### src/rtl/audio_pkg.sv
// Shared types and constants for the audio PWM output path.
package audio_pkg;
  typedef logic [7:0] sample_t;

  localparam sample_t SILENCE            = 8'd128;
  localparam int      PWM_BITS           = 8;
  localparam int      DEFAULT_SAMPLE_DIV = 1250;

  // Clamp a 9-bit signed mix to [-128,127] and re-bias to offset-binary.
  function automatic sample_t sat_offset(input logic signed [8:0] v);
    if (v > 9'sd127)       return 8'd255;
    else if (v < -9'sd128) return 8'd0;
    else                   return {~v[7], v[6:0]};
  endfunction
endpackage

### src/rtl/audio_pwm_gen.sv
// PWM generator: free-running 8-bit counter, period-aligned duty load, registered output.
// Optional dither of the duty LSB when PWM_DITHER_EN is defined.
module pwm_gen
  import audio_pkg::*;
(
  input  logic    clk,
  input  logic    rst_n,
  input  sample_t level,
  output logic    pwm_out
);
  logic [PWM_BITS-1:0] cnt;
  sample_t             duty;
  sample_t             duty_nxt;
  logic                wrap;

  assign wrap = &cnt;

`ifdef PWM_DITHER_EN
  logic [7:0] lfsr;

  always_comb begin
    duty_nxt = level;
    if (lfsr[0] && (level != 8'hFF)) duty_nxt = level + 8'd1;
  end

  // Fibonacci LFSR, taps 8,6,5,4; advances once per PWM period.
  always_ff @(posedge clk or negedge rst_n) begin
    if (!rst_n)    lfsr <= 8'h01;
    else if (wrap) lfsr <= {lfsr[6:0], lfsr[7] ^ lfsr[5] ^ lfsr[4] ^ lfsr[3]};
  end
`else
  assign duty_nxt = level;
`endif

  // Duty only changes at the period boundary so a period is never split.
  always_ff @(posedge clk or negedge rst_n) begin
    if (!rst_n) begin
      cnt     <= '0;
      duty    <= SILENCE;
      pwm_out <= 1'b0;
    end else begin
      cnt     <= cnt + 1'b1;
      pwm_out <= (cnt < duty);
      if (wrap) duty <= duty_nxt;
    end
  end
endmodule

### src/rtl/audio_pwm_out.sv
// Two-voice audio mixer with sample-rate divider feeding a PWM DAC.
// Build option: PWM_DITHER_EN enables LFSR dither in pwm_gen.
module audio_pwm_out
  import audio_pkg::*;
#(
  parameter int SAMPLE_DIV = DEFAULT_SAMPLE_DIV
) (
  input  logic       clk,
  input  logic       rst_n,
  output logic       sample_tick,
  input  logic [7:0] kick_smp,
  input  logic [7:0] snare_smp,
  input  logic [1:0] voice_en,
  input  logic [1:0] vol_shift,
  output logic [7:0] mix_out,
  output logic       pwm_out
);
  localparam int CW = (SAMPLE_DIV > 1) ? $clog2(SAMPLE_DIV) : 1;

  logic [CW-1:0]      div_cnt;
  logic               cap;
  logic signed [8:0]  kick_s, snare_s, sum, scaled;
  sample_t            mix_nxt;

  assign sample_tick = (div_cnt == CW'(SAMPLE_DIV - 1));

  // Offset-binary to signed is an MSB flip; sign-extend to 9 bits for the sum.
  always_comb begin
    kick_s  = '0;
    snare_s = '0;
    if (voice_en[0]) kick_s  = $signed({~kick_smp[7],  ~kick_smp[7],  kick_smp[6:0]});
    if (voice_en[1]) snare_s = $signed({~snare_smp[7], ~snare_smp[7], snare_smp[6:0]});
    sum     = kick_s + snare_s;
    scaled  = sum >>> vol_shift;
    mix_nxt = sat_offset(scaled);
  end

  // Capture one cycle after the tick so the readers' tick-edge outputs are seen.
  always_ff @(posedge clk or negedge rst_n) begin
    if (!rst_n) begin
      div_cnt <= '0;
      cap     <= 1'b0;
      mix_out <= SILENCE;
    end else begin
      cap     <= sample_tick;
      div_cnt <= sample_tick ? '0 : div_cnt + 1'b1;
      if (cap) mix_out <= mix_nxt;
    end
  end

  pwm_gen u_pwm (
    .clk     (clk),
    .rst_n   (rst_n),
    .level   (mix_out),
    .pwm_out (pwm_out)
  );
endmodule
### config.mk
export PLATFORM = sky130hd
export DESIGN_NAME = audio_pwm_out
export DESIGN_NICKNAME = d
export VERILOG_FILES = /design/src/rtl/audio_pkg.sv /design/src/rtl/audio_pwm_gen.sv /design/src/rtl/audio_pwm_out.sv
export SDC_FILE = /design/constraint.sdc
export NUM_CORES = 1
export LEC_CHECK = 0
export CORE_MARGIN = 2
export CORE_UTILIZATION = 59
export CTS_BUF_LIST = sky130_fd_sc_hd__clkbuf_4 sky130_fd_sc_hd__clkbuf_8 sky130_fd_sc_hd__clkbuf_16
export CTS_CLUSTER_DIAMETER = 30
export DETAILED_ROUTE_END_ITERATION = 10
export GPL_TIMING_DRIVEN = 0
export PLACE_DENSITY_LB_ADDON = 0.1
export SYNTH_ARGS = -nofsm -noshare
export SYNTH_HDL_FRONTEND = slang
export SYNTH_SLANG_ARGS = --single-unit
export TNS_END_PERCENT = 50
### constraint.sdc
create_clock -name clk -period 4.85 [get_ports clk]
set_input_delay 0.485 -clock clk [delete_from_list [all_inputs] [get_ports clk]]
set_output_delay 0.485 -clock clk [all_outputs]
set_load 0.01 [all_outputs]
==> impl_metrics.yaml, run 1 <==
global_route:
  grt_max_degree: 38
  antenna_found_initial: 0
  track_usage: 0.228
  grt_pass1_wl_mm: 7.81
  gr-total-overflow: 0
  grt_pass1_vias: 1751
clock_tree:
  cts_made_buffers: 5
  clk_pin_slew_ns: 0.07
  clock_path_buffers: 2
  cts.sinks: 37
  cts_setup_buffers: 0
  clock_latency_ns: 0.28
  htreeDepth: 2
  root_buffer: "clkbuf_8"
  hold_buffers: 0
  ctsResizeCount: 0
  cts_tree: "built"
placed_design:
  gp_congestion: 0.754
  place_ws_ns: 1.38
  portBuffers: 30
  dp_hpwl_mm: 3.49
layout:
  drive_gt1_frac: 0.112
  multi_input_area_um2: 1360
  fin_util: 0.719
  areaGrowthSynthToFinish_pct: 19.3
  nets: 326
  seqCellArea_um2: 928
  nFillCells: 294
  antenna_cells: 0
worst_setup_path:
  crit_path_start_kind: "input pin"
  cpPeakStageDelay_ns: 0.51
  worstSetupEndpointType: "flip-flop"
  crit_chain: "clkdlybuf4s50_1 > and2_1 > ha_1 > fa_1 > a21o_2 > a221oi_2 > o211ai_1 > and2_1 > buf_6 > a2111oi_2 > a311oi_2"
  worst_ep_arrival_time_ns: 3.29
  crit_slowest_cell: "clkdlybuf4s50_1"
  worst-path-buf-inv: 2
  path_class: "in2reg"
  critPathTopFamily: "compound AO/OA/AOI/OAI gates"
  crit_top_cell: "and2_1"
  crit_fanout: 9
  required_ns: 5.00
routing:
  drtAntennaViolNets: 0
  drt_wl_total_mm: 4.45
  vias: 1842
  drc: 0
  viasPerCell: 5.48
  drtPass1Iterations: 4
  drt_iter0_drc: 131
  wire_per_inst_um: 13.3
synth:
  synth_top_area_cell: "dfrtp_1"
  syn_inst: 248
  yosys_warnings: 0
  synth_area_um2: 2380
  avgSynthCellArea_um2: 9.59
  synthArstFlopShare: 1.00
  yosysMostFrequentCell: "dfrtp_1"
  ys_seq_area_frac: 0.391
  synth-edff-count: 0
  ys_top_cells_by_area: "dfrtp_1 (37%), ha_1 (9.5%), and2_1 (4.5%), xnor2_1 (4.1%), o21ai_0 (3.6%)"
  synth_nets: 289
  synth_ff_type: "dfrtp_1"
  synth-seq-cells: 37
  synth_top_area_frac: 0.368
  synth.distinct_cells: 50
  synthTopCellsByCount: "dfrtp_1 (35), nand2_1 (20), nor2_1 (20), ha_1 (18)"
outcome:
  outcome: "completed"
timing:
  tightest_slew_ns: 0.799
  setup_tns_ns: 0
  clock.fmax_mhz: 318
  finalHoldViolCount: 0
  period_needed_ns: 3.15
  finalSetupViolCount: 0
  drv_slew: 0
  setup_ws_ns: 1.70
  period_share: 0.649
  holdWs_ns: 0.275
  rsz0062_at_grt: "false"
  clock_skew_ns: 0.00416
  slew_headroom: 0.463
power:
  p_per_area_nw_per_um2: 236
  vdd_drop_max_v: 0.000113
  cellLeakagePower_uw: 0.00127
floorplanning:
  fp.dieW_um: 67.5
  io_pins: 32
  num_rows: 23
  start_util: 0.603
  dieArea_um2: 4550
  die_h_um: 67.5
  core_um2: 3940
worst_hold_path:
  hold_class: "in2async"
flow_run:
  drv_cap: 0
-- power breakdown --
part / leakage, uW / switching [uW] / total (uW) / internal [uW]
Sequential: 0.000463 / 3.99 / 316 / 312
Clock: 0.0000542 / 102 / 230 / 128
Combinational: 0.000756 / 62.2 / 123 / 60.6
-- worst paths after layout --
check | end | depth (start not counted) | start | slack, ns
min | u_pwm.cnt[3] | 1 | rst_n | 0.27
max | mix_out[5] | 11 | voice_en[0] | 1.70
max reg2reg | u_pwm.duty[2] | 6 | u_pwm.cnt[2] | 2.98
min in group clk | div_cnt[9] | 1 | div_cnt[9] | 0.51
max in group asynchronous | mix_out[1] | 1 | rst_n | 4.07
min reg2reg | div_cnt[9] | 1 | div_cnt[9] | 0.51
-- state kept, by name (all words and copies together) (netlist names) --
| name | flops |
|---|---|
| u_pwm.cnt | 8 |
| u_pwm.pwm_out | 1 |
| u_pwm.duty | 8 |
| cap | 1 |
| mix_out | 8 |
| div_cnt | 11 |
-- routing by layer --
metal | track usage | wire length, um | vias to the layer above
li1 | - | - | 947
met1 | 0.266 | 1900 | 856
met2 | 0.408 | 2350 | 33
met3 | 0.0500 | 136 | 6
met4 | 0.0765 | 69 | 0
met5 | 0 | 0 | -
-- cell families after synthesis --
kind of cell,after synthesis,synth area share
AOI/OAI and AO/OA,55,0.165
xor gates and xnor gates,20,0.0768
buffers and inverters,22,0.0389
adders and majority gates,19,0.103
muxes,8,0.0405
and+or+nand+nor,87,0.185
DFF,37,0.391
-- through the flow --
| step | total power [uW] | instance area [um^2] | cells |
|---|---|---|---|
| 3_3_place_gp | 444 | 2740 | 328 |
| 2_1_floorplan | 400 | 2380 | 248 |
| 5_1_grt | 708 | 2840 | 336 |
| 3_5_place_dp | 446 | 2740 | 328 |
| 6_report | 670 | 2840 | 336 |
| 4_1_cts | 674 | 2840 | 336 |
-- area by class of cell --
type,count,area share
Tap cell,50,0.0221
Clock buffer,7,0.0340
Inverter,16,0.0212
Timing Repair Buffer,30,0.104
Multi-Input combinational cell,189,0.478
Buffer,6,0.0115
Sequential cell,37,0.327
Clock inverter,1,0.00176
-- worst register-to-register path, stage by stage (launching register included) --
cell and delay (ns):
dfrtp_1 0.45, and3_1 0.21, and2_1 0.17, and4_1 0.20, clkbuf_1 0.24, clkbuf_1 0.33, o21ai_0 0.14
-- layout by cell type (no fill, tap or decap), types with 4 or more instances in the layout --
cell	netlist	final
a21oi_1	10	10
and2_1	17	17
and3_1	4	4
clkbuf_8	0	7
clkdlybuf4s50_1	0	29
dfrtp_1	35	35
ha_1	18	18
inv_1	15	15
mux2i_1	4	4
nand2_1	20	20
nand3_1	7	7
nand4_1	4	4
nor2_1	20	20
o21ai_0	17	17
o22ai_1	4	4
xnor2_1	11	11
xor2_1	8	8
Note: power is estimated with default switching activity, not from simulation.
==> run 2, diff against run 1 <==
--- a/config.mk
+++ b/config.mk
@@ -6,7 +6,7 @@
 export NUM_CORES = 1
 export LEC_CHECK = 0
 export CORE_MARGIN = 2
-export CORE_UTILIZATION = 59
+export CORE_UTILIZATION = 55
 export CTS_BUF_LIST = sky130_fd_sc_hd__clkbuf_4 sky130_fd_sc_hd__clkbuf_8 sky130_fd_sc_hd__clkbuf_16
 export CTS_CLUSTER_DIAMETER = 30
 export DETAILED_ROUTE_END_ITERATION = 10
==> constraint.sdc (replaced) <==
create_clock -name clk -period 3 [get_ports clk]
set_input_delay 0.3 -clock clk [delete_from_list [all_inputs] [get_ports clk]]
set_output_delay 0.3 -clock clk [all_outputs]
set_load 0.01 [all_outputs]
==> impl_metrics.yaml, run 2 (synthesis results as in run 1) <==
placed_design:
  dp_hpwl_mm: 3.35
  portBuffers: 30
  gp_congestion: 0.807
clock_tree:
  clock_latency_ns: 0.29
  clk_pin_slew_ns: 0.08
  cts.sinks: 37
  cts_tree: "built"
  clock_path_buffers: 2
  root_buffer: "clkbuf_8"
  hold_buffers: 0
  htreeDepth: 2
  cts_setup_buffers: 0
  cts_made_buffers: 5
  ctsResizeCount: 0
timing:
  period_needed_ns: 2.76
  holdWs_ns: 0.0951
  tightest_slew_ns: 0.793
  finalSetupViolCount: 0
  clock_skew_ns: 0.00942
  clock.fmax_mhz: 362
  rsz0062_at_grt: "false"
  setup_tns_ns: 0
  slew_headroom: 0.467
  period_share: 0.921
  drv_slew: 0
  finalHoldViolCount: 0
floorplanning:
  core_um2: 4090
  num_rows: 23
  die_h_um: 69.7
  start_util: 0.582
  fp.dieW_um: 69.7
  io_pins: 32
  dieArea_um2: 4860
layout:
  layout_commonest_cell: "dfrtp_1"
  areaGrowthSynthToFinish_pct: 19.3
  drive_gt1_frac: 0.112
  nets: 326
  top_register: "div_cnt"
  antenna_cells: 0
  mostFrequentLayoutCells: "dfrtp_1 (35), clkdlybuf4s50_1 (27), nand2_1 (20), nor2_1 (20), ha_1 (18)"
  largest_reg_flops: 11
routing:
  viasPerCell: 5.46
  drt_wl_total_mm: 4.30
  drtAntennaViolNets: 0
  drc: 0
  drt_iter0_drc: 83
  drtPass1Iterations: 5
  wire_per_inst_um: 12.8
  vias: 1833
flow_run:
  drv_cap: 0
power:
  cellLeakagePower_uw: 0.00129
  p_per_area_nw_per_um2: 380
  power_uw: 1080
  vdd_drop_max_v: 0.000185
global_route:
  antenna_found_initial: 0
  track_usage: 0.192
  grt_pass1_wl_mm: 7.72
  grt_max_degree: 38
  gr-total-overflow: 0
  grt_pass1_vias: 1811
worst_setup_path:
  required_ns: 3.15
  reg2regPathDepth: 7
  path_class: "in2reg"
  crit_path_start_kind: "input pin"
  crit_slowest_cell: "fa_1"
  crit_top_cell: "and2_1"
  crit_fanout: 9
  crit_chain: "clkdlybuf4s50_1 > and2_1 > ha_1 > fa_1 > a21o_2 > a221oi_2 > o211ai_1 > and2_1 > buf_6 > a2111oi_2 > a311oi_2"
  cpPeakStageDelay_ns: 0.41
  worst_ep_arrival_time_ns: 2.92
  worstSetupEndpointType: "flip-flop"
outcome:
  outcome: "completed"
worst_hold_path:
  hold_class: "in2async"
run 2: cell types whose count changed in the layout (fill, tap and decap cells not counted), sizes merged:
cell	before	now
clkbuf	10	9
clkdlybuf4s50	29	27
clkinv	1	2
dlymetal6s2s	0	2
run 2: through the flow:
stage / instance area [um^2] / instances / setup slack, ns / utilization
after CTS: 2830 / 336 / 0.0905 / 0.693
final: 2840 / 336 / 0.238 / 0.694
after floorplan: 2380 / 248 / 0.493 / -
after global routing: 2840 / 336 / 0.0732 / 0.694
after detailed placement: 2740 / 328 / -0.224 / 0.669
after global placement: 2740 / 328 / -0.210 / 0.671
run 2: path summary, 6_finish.rpt:
path	start	slack, ns	to
max	kick_smp[0]	0.24	mix_out[5]
min	rst_n	0.1	u_pwm.duty[2]
max reg2reg	u_pwm.cnt[2]	1.09	u_pwm.duty[1]
min reg2reg	u_pwm.cnt[4]	0.50	u_pwm.cnt[4]
max in group asynchronous	rst_n	2.41	mix_out[6]
min in group clk	vol_shift[1]	0.34	mix_out[6]
run 2: metal layers:
layer | global-route usage | part of all wire | vias up | wire length (um)
met3 | 0.0349 | 0.030 | 2 | 130
met4 | 0.0577 | 0.0056 | 0 | 24
li1 | - | - | 938 | -
met5 | 0 | 0 | - | 0
met1 | 0.229 | 0.46 | 863 | 1980
met2 | 0.351 | 0.50 | 30 | 2170
run 2: power breakdown:
| group | leakage (uW) | total, uW | switching, uW | internal, uW |
|---|---|---|---|---|
| sequential | 0.000463 | 511 | 5.96 | 505 |
| combinational | 0.000775 | 197 | 99.7 | 97.8 |
| clock | 0.0000512 | 369 | 183 | 186 |
| total | 0.00129 | 1080 | 289 | 789 |
run 2: critical path, delay by kind of cell:
family,cells,cell delay [ns]
buf+inv,2,0.52
simple gates,2,0.34
compound gates,5,1.08
fa+ha+maj,2,0.66
run 2: final cells by class:
class | count | area (um^2)
Fill cell | 347 | 1250
Tap cell | 50 | 62.6
Timing Repair Buffer | 30 | 300
Multi-Input combinational cell | 189 | 1360
Inverter | 16 | 60.1
Clock inverter | 2 | 13.8
Buffer | 6 | 32.5
Sequential cell | 37 | 928
Clock buffer | 6 | 82.6
==> run 3, diff against run 2 <==
--- a/config.mk
+++ b/config.mk
@@ -5,6 +5,7 @@
 export SDC_FILE = /design/constraint.sdc
 export NUM_CORES = 1
 export LEC_CHECK = 0
+export CAP_MARGIN = 20
 export CORE_MARGIN = 2
 export CORE_UTILIZATION = 55
 export CTS_BUF_LIST = sky130_fd_sc_hd__clkbuf_4 sky130_fd_sc_hd__clkbuf_8 sky130_fd_sc_hd__clkbuf_16
==> results of run 3 <==
No change in the layout: final DEF, timing and power equal those of run 2.
